<file path="config.mk">
export PLATFORM = sky130hd
export DESIGN_NAME = adc_scan_master
export DESIGN_NICKNAME = d
export VERILOG_FILES = /design/src/rtl/adc_scan_master.sv
export SDC_FILE = /design/constraint.sdc
export NUM_CORES = 1
export LEC_CHECK = 0
export BUFFER_PORTS_ARGS = -buffer_cell sky130_fd_sc_hd__buf_4
export CORE_AREA = 2 2 79 119
export CTS_BUF_LIST = sky130_fd_sc_hd__clkbuf_2
export DETAILED_ROUTE_END_ITERATION = 12
export DIE_AREA = 0 0 81 121
export GPL_ROUTABILITY_DRIVEN = 0
export PLACE_DENSITY = 0.69
export SYNTH_ARGS = -nofsm -noshare
export SYNTH_HDL_FRONTEND = slang
export SYNTH_SLANG_ARGS = --single-unit
</file>
<file path="constraint.sdc">
create_clock -name clk -period 3.15 [get_ports clk]
set_clock_uncertainty 0.05 [all_clocks]
set_input_delay 0.1575 -clock clk [delete_from_list [all_inputs] [get_ports clk]]
set_output_delay 0.1575 -clock clk [all_outputs]
set_load 0.05 [all_outputs]
</file>
<file path="src/rtl/adc_scan_master.sv">
// adc_scan_master
//   Controller side of an 8-channel ADC conversion handshake. It walks the
//   enabled channels in CH_MASK and runs one ALE/START/EOC/OE conversion per
//   channel. The latest result for each channel is kept in a bank that can be
//   read combinationally at any time.
//
// Parameters
//   CH_MASK      channels included in a scan (bit n = channel n)
//   EOC_TIMEOUT  max cycles in WAIT_LO + WAIT_HI before a channel is abandoned
//   OE_HOLD      cycles adc_oe stays high; data is captured on the last one
//
// Ports
//   clk, res_n           clock (rising edge), asynchronous active-low reset
//   run                  level; scans repeat back-to-back while high
//   single               one-cycle request for one scan (accepted in IDLE only)
//   adc_addr/ale/start   channel select, address latch strobe, start strobe
//   adc_oe               ADC output enable
//   adc_eoc, adc_data    end of conversion (low while converting), result
//   rd_ch, rd_data       result bank read port (combinational)
//   res_valid, res_ch    one-cycle pulse and channel for each bank write
//   scan_done            one-cycle pulse after the last enabled channel
//   busy                 high whenever the controller is not idle
//   to_err               sticky per-channel EOC timeout flags
//
// Build option
//   ADC_SCAN_AVG_EN      bank writes store the rounded average of the old and
//                        new value; the first write per channel stores raw data.

module adc_scan_master #(
    parameter logic [7:0]  CH_MASK     = 8'hFF,
    parameter int unsigned EOC_TIMEOUT = 1023,
    parameter int unsigned OE_HOLD     = 2
) (
    input  logic       clk,
    input  logic       res_n,
    input  logic       run,
    input  logic       single,
    output logic [2:0] adc_addr,
    output logic       adc_ale,
    output logic       adc_start,
    output logic       adc_oe,
    input  logic       adc_eoc,
    input  logic [7:0] adc_data,
    input  logic [2:0] rd_ch,
    output logic [7:0] rd_data,
    output logic       res_valid,
    output logic [2:0] res_ch,
    output logic       scan_done,
    output logic       busy,
    output logic [7:0] to_err
);

    localparam int unsigned TW = $clog2(EOC_TIMEOUT + 1);
    localparam int unsigned OW = $clog2(OE_HOLD + 1);

    typedef enum logic [2:0] {
        S_IDLE,
        S_ADDR,
        S_START,
        S_WAIT_LO,
        S_WAIT_HI,
        S_READ,
        S_NEXT
    } state_t;

    state_t        state, state_nxt;
    logic [2:0]    ch, ch_nxt;
    logic [TW-1:0] tcnt;
    logic [OW-1:0] ocnt;
    logic [7:0]    bank [8];
    logic [7:0]    wr_val;

    logic          has_any, has_higher;
    logic [2:0]    ch_lo, ch_hi;
    logic          tmo, rd_last, done_nxt;

    // Lowest enabled channel, and the next enabled channel above the current one.
    always_comb begin
        has_any    = 1'b0;
        has_higher = 1'b0;
        ch_lo      = '0;
        ch_hi      = '0;
        for (int unsigned i = 0; i < 8; i++) begin
            if (CH_MASK[3'(i)] && !has_any) begin
                has_any = 1'b1;
                ch_lo   = 3'(i);
            end
            if (CH_MASK[3'(i)] && (3'(i) > ch) && !has_higher) begin
                has_higher = 1'b1;
                ch_hi      = 3'(i);
            end
        end
    end

    // tcnt counts wait cycles from 0, so this marks the EOC_TIMEOUT-th wait cycle.
    assign tmo     = (tcnt == TW'(EOC_TIMEOUT - 1));
    assign rd_last = (ocnt == OW'(OE_HOLD - 1));

    always_comb begin
        state_nxt = state;
        ch_nxt    = ch;
        done_nxt  = 1'b0;
        case (state)
            S_IDLE: begin
                if ((run || single) && has_any) begin
                    state_nxt = S_ADDR;
                    ch_nxt    = ch_lo;
                end
            end
            S_ADDR:    state_nxt = S_START;
            S_START:   state_nxt = S_WAIT_LO;
            S_WAIT_LO: begin
                if (!adc_eoc)  state_nxt = S_WAIT_HI;
                else if (tmo)  state_nxt = S_NEXT;
            end
            S_WAIT_HI: begin
                if (adc_eoc)   state_nxt = S_READ;
                else if (tmo)  state_nxt = S_NEXT;
            end
            S_READ: begin
                if (rd_last) state_nxt = S_NEXT;
            end
            S_NEXT: begin
                if (has_higher) begin
                    state_nxt = S_ADDR;
                    ch_nxt    = ch_hi;
                end else begin
                    done_nxt = 1'b1;
                    if (run) begin
                        state_nxt = S_ADDR;
                        ch_nxt    = ch_lo;
                    end else begin
                        state_nxt = S_IDLE;
                    end
                end
            end
            default: state_nxt = S_IDLE;
        endcase
    end

`ifdef ADC_SCAN_AVG_EN
    logic [7:0] seeded;
    logic [8:0] avg_sum;

    assign avg_sum = {1'b0, bank[ch]} + {1'b0, adc_data} + 9'd1;
    assign wr_val  = seeded[ch] ? avg_sum[8:1] : adc_data;

    always_ff @(posedge clk or negedge res_n) begin
        if (!res_n)
            seeded <= '0;
        else if (state == S_READ && rd_last)
            seeded[ch] <= 1'b1;
    end
`else
    assign wr_val = adc_data;
`endif

    // Strobes are registered from the next state so each one is high exactly
    // while the FSM sits in the matching state.
    always_ff @(posedge clk or negedge res_n) begin
        if (!res_n) begin
            state     <= S_IDLE;
            ch        <= '0;
            tcnt      <= '0;
            ocnt      <= '0;
            adc_addr  <= '0;
            adc_ale   <= 1'b0;
            adc_start <= 1'b0;
            adc_oe    <= 1'b0;
            res_valid <= 1'b0;
            res_ch    <= '0;
            scan_done <= 1'b0;
            to_err    <= '0;
            for (int unsigned i = 0; i < 8; i++)
                bank[i] <= '0;
        end else begin
            state     <= state_nxt;
            ch        <= ch_nxt;
            adc_ale   <= (state_nxt == S_ADDR);
            adc_start <= (state_nxt == S_START);
            adc_oe    <= (state_nxt == S_READ);
            scan_done <= done_nxt;
            res_valid <= 1'b0;

            if (state_nxt == S_ADDR)
                adc_addr <= ch_nxt;

            if (state == S_START)
                tcnt <= '0;
            else if (state == S_WAIT_LO || state == S_WAIT_HI)
                tcnt <= tcnt + 1'b1;

            if (state == S_READ)
                ocnt <= ocnt + 1'b1;
            else
                ocnt <= '0;

            if ((state == S_WAIT_LO || state == S_WAIT_HI) && state_nxt == S_NEXT)
                to_err[ch] <= 1'b1;

            if (state == S_READ && rd_last) begin
                bank[ch]   <= wr_val;
                to_err[ch] <= 1'b0;
                res_valid  <= 1'b1;
                res_ch     <= ch;
            end
        end
    end

    assign rd_data = bank[rd_ch];
    assign busy    = (state != S_IDLE);

endmodule

</file>
==> results.md <==
- Run status: finished clean
- GRT Total Usage: 21.4%
- Core Area: about 8700 µm²
- VDD IR max: roughly 0.47 mV
- Share of cells above drive strength 1: 39.3%
- Worst-Skew Late Latency: ~0.55 ns
- HPWL Detailed: 6550 µm
- Seq pwr share: between 50% and 60%
- Initial antenna violation count: 0
- Clock network power share: a little under a fifth
- First-pass GRT wire length: ~16,000 µm
- DRT Wirelength: between 9000 and 10,000 µm
- Cells after Synth: between 300 and 400
- Tmin final: between 2 and 3 ns
- Max clock buf depth: 2
- Reg2Reg Setup Slack: between 0.5 and 0.6 ns
- Largest net degree at the start of global routing: 64
- Die ar.: about 9800 µm²
- Port Buf Inserts: 43
- Cell area after layout: around 5400 µm²
- Internal power: roughly 2000 µW
- Critical path launch point type: flop
- Maxcap violations: 0
- ANT nets after route: 0
- Initial cell density of the core: around 54%
- Switching Fraction: a little over a third
- Row count: 42
- Root buf cell: clkbuf_2
- Synth Register Bits: approximately 100
- Via density: 5.70
- Vias in the first global route: a little over 3,000
- Top Ports: 44
- Reg2Reg Capture Point: state[0]
- Final setup viols: 0
- R2R cell count: 7
- Final Hold Vio Count: 0
- Vias after detailed routing: ~3,000
- Initial DRC Count: between 100 and 150
- Clock slew at reported path FFs: about 0.23 ns
- Cell taking the most area after synthesis: dfrtp_1
- Final cycle utilization of the critical path: approximately 83%
- Critical path class: reg -> reg
- Post-DP Area: roughly 5000 µm²
- Ranking of synthesized cells by area: dfrtp_1 (54%), mux2_2 (18%), mux4_2 (7.7%), nor2_1 (1.8%), nand2_1 (1.8%)
- Final Net Count: around 440
- Slew Limit Fails: 0
- RSZ-0062 raised after global routing: no
- Critical Path End Type: flop
- Yosys cell types: 47
- Hold Crit Class: in -> async
- Critical path arrival: around 3.1 ns
- Gate power share: between 20% and 30%
- Inserted Diodes: 0
- Finished Layout Cells: ~530
- CTS tree: done
- Placed insts: 500
- Register area share after synthesis: 53.8%
- Routed len/inst: ~18 µm
- CTS Buf Count: 9
- Leakage: between 0.002 and 0.003 µW
- Yosys synthesis warning count: 0
- Total congestion overflow: 0
- Yosys top cell area share: about 54%
- Mapped Nets: 380
- Crit Path Max Fanout: 18
- Clock sink total: around 100
- Critical Path RT: approximately 3.6 ns
- DIE WIDTH: roughly 80 µm
- Cell Pwr Density: 591 nW/µm²
- DIE HEIGHT: about 120 µm
- H-tree Lvls: 3
- Mapped Avg Cell Area: roughly 13 µm²
- Max_slew headroom: between 40% and 50%
- Mapped Area: around 4700 µm²
- Max Clock Freq: between 0.3 and 0.4 GHz
- FF-to-FF Start: ch[0]
- Switching power: between 1000 and 1500 µW
- DRT Pass-1 Iters: 4
- Post-route DRC: 0
- Setup_tns: 0 ns
- Slew @ Worst Pin: 0.825 ns
- Area growth syn-to-layout: 13.9%
- Post-CTS Setup Inserts: 0
[cells in the mapped netlist (all sizes together)]
library cell,instances
a2111oi,1
a211oi,1
a21o,1
a21oi,12
a31oi,9
a41oi,1
and3,2
buf,7
clkbuf,8
dfrtp,101
ha,6
inv,13
maj3,1
mux2,75
mux2i,5
mux4,16
nand2,22
nand2b,1
nand3,5
nand3b,2
nand4,5
nand4b,1
nor2,25
nor2b,4
nor3,4
o21a,3
o21ai,13
o21bai,2
o22ai,1
o311ai,1
o31a,1
o31ai,1
o41ai,1
or2,2
or2b,1
or3,2
or4b,1
xnor2,1
[per-layer routing]
layer	global-route usage, %	wire, µm	part of all wire, %
met1	27.6	4050	43
met2	35.7	5010	53
met3	5.13	268	2.8
met4	6.67	173	1.8
met5	0	0	0
[registers in the layout (all words and copies together) (netlist names), named ones only]
register / count
state: 3
ch: 3
scan_done: 1
res_ch: 3
ocnt: 2
res_valid: 1
adc_ale: 1
bank: 64
adc_start: 1
tcnt: 10
adc_oe: 1
adc_addr: 3
[cell usage in the layout (no fill, tap or decap), types with 4 or more instances in the layout]
master,n
o21ai_0,12
a21oi_1,11
clkbuf_2,13
mux4_2,16
ha_1,6
nand2_1,22
dfrtp_1,101
nand3_1,5
nand4_1,5
mux2i_1,5
nor2b_1,4
mux2_2,74
inv_1,12
a31oi_1,9
dlygate4sd3_1,12
buf_4,46
nor2_1,23
[per-stage QoR]
step | hold slack (ns) | util (%) | setup slack, ns | total power (µW)
6_report | 0.155 | 61.4 | 0.532 | 3170
5_1_grt | 0.168 | 61.4 | 0.299 | 3360
4_1_cts | 0.127 | 61.4 | 0.530 | 3200
3_5_place_dp | 0.255 | 58.9 | 0.637 | 2590
3_3_place_gp | 0.252 | 58.9 | 0.674 | 2560
2_1_floorplan | -0.188 | - | 0.988 | 2320
[worst max-delay path by stage]
stage,to,slack (ns),depth (start not counted),startpoint
floorplan,adc_addr[2],0.99,8,ch[0]
global placement,adc_addr[2],0.67,7,ch[0]
detailed placement,adc_addr[2],0.64,7,ch[0]
CTS,state[0],0.53,7,ch[0]
global route,state[0],0.30,7,ch[0]
finish,state[0],0.53,7,ch[0]
[kinds of logic (layout without fill, tap and decap cells)]
kind of cell / Yosys count / in the layout / share of synthesized area, %
AO/OA/AOI/OAI: 48 / 48 / 6.84
XOR/XNOR: 1 / 1 / 0.186
adder cells (fa/ha/maj): 7 / 7 / 1.81
buffers and inverters: 28 / 87 / 2.50
flip-flops: 101 / 101 / 53.8
multiplexers: 96 / 96 / 26.8
AND/OR/NAND/NOR: 77 / 77 / 8.12
[timing repair]
item,CTS,global route
hold buffers,12,0
endpoints found under the hold margin,134,0
gates resized for setup,0,0
[power by group through the flow]
| stage | Combinational, µW | Sequential, µW | Clock (µW) |
|---|---|---|---|
| floorplan | 647 | 1670 | 0 |
| global placement | 910 | 1650 | 0 |
| detailed placement | 927 | 1660 | 0 |
| CTS | 956 | 1640 | 608 |
| global route | 1040 | 1670 | 659 |
| finish | 945 | 1640 | 583 |
[final cells by class]
cell class,instances,area [µm²]
timing repair buffer,59,485
clock buffer,13,65.1
clock inverter,2,35.0
inverter,13,48.8
sequential,101,2530
tap,110,138
multi-input combinational,229,2060
fill,734,3370
[worst max-delay path: stages (launching register included)]
cell and delay [ns]:
dfrtp_1 0.75, inv_1 0.23, ha_1 0.29, maj3_1 0.35, nand3_1 0.18, o21ai_0 0.10, nand2_1 0.07, dlygate4sd3_1 0.54
No activity file was read; power rests on OpenSTA's default activity.
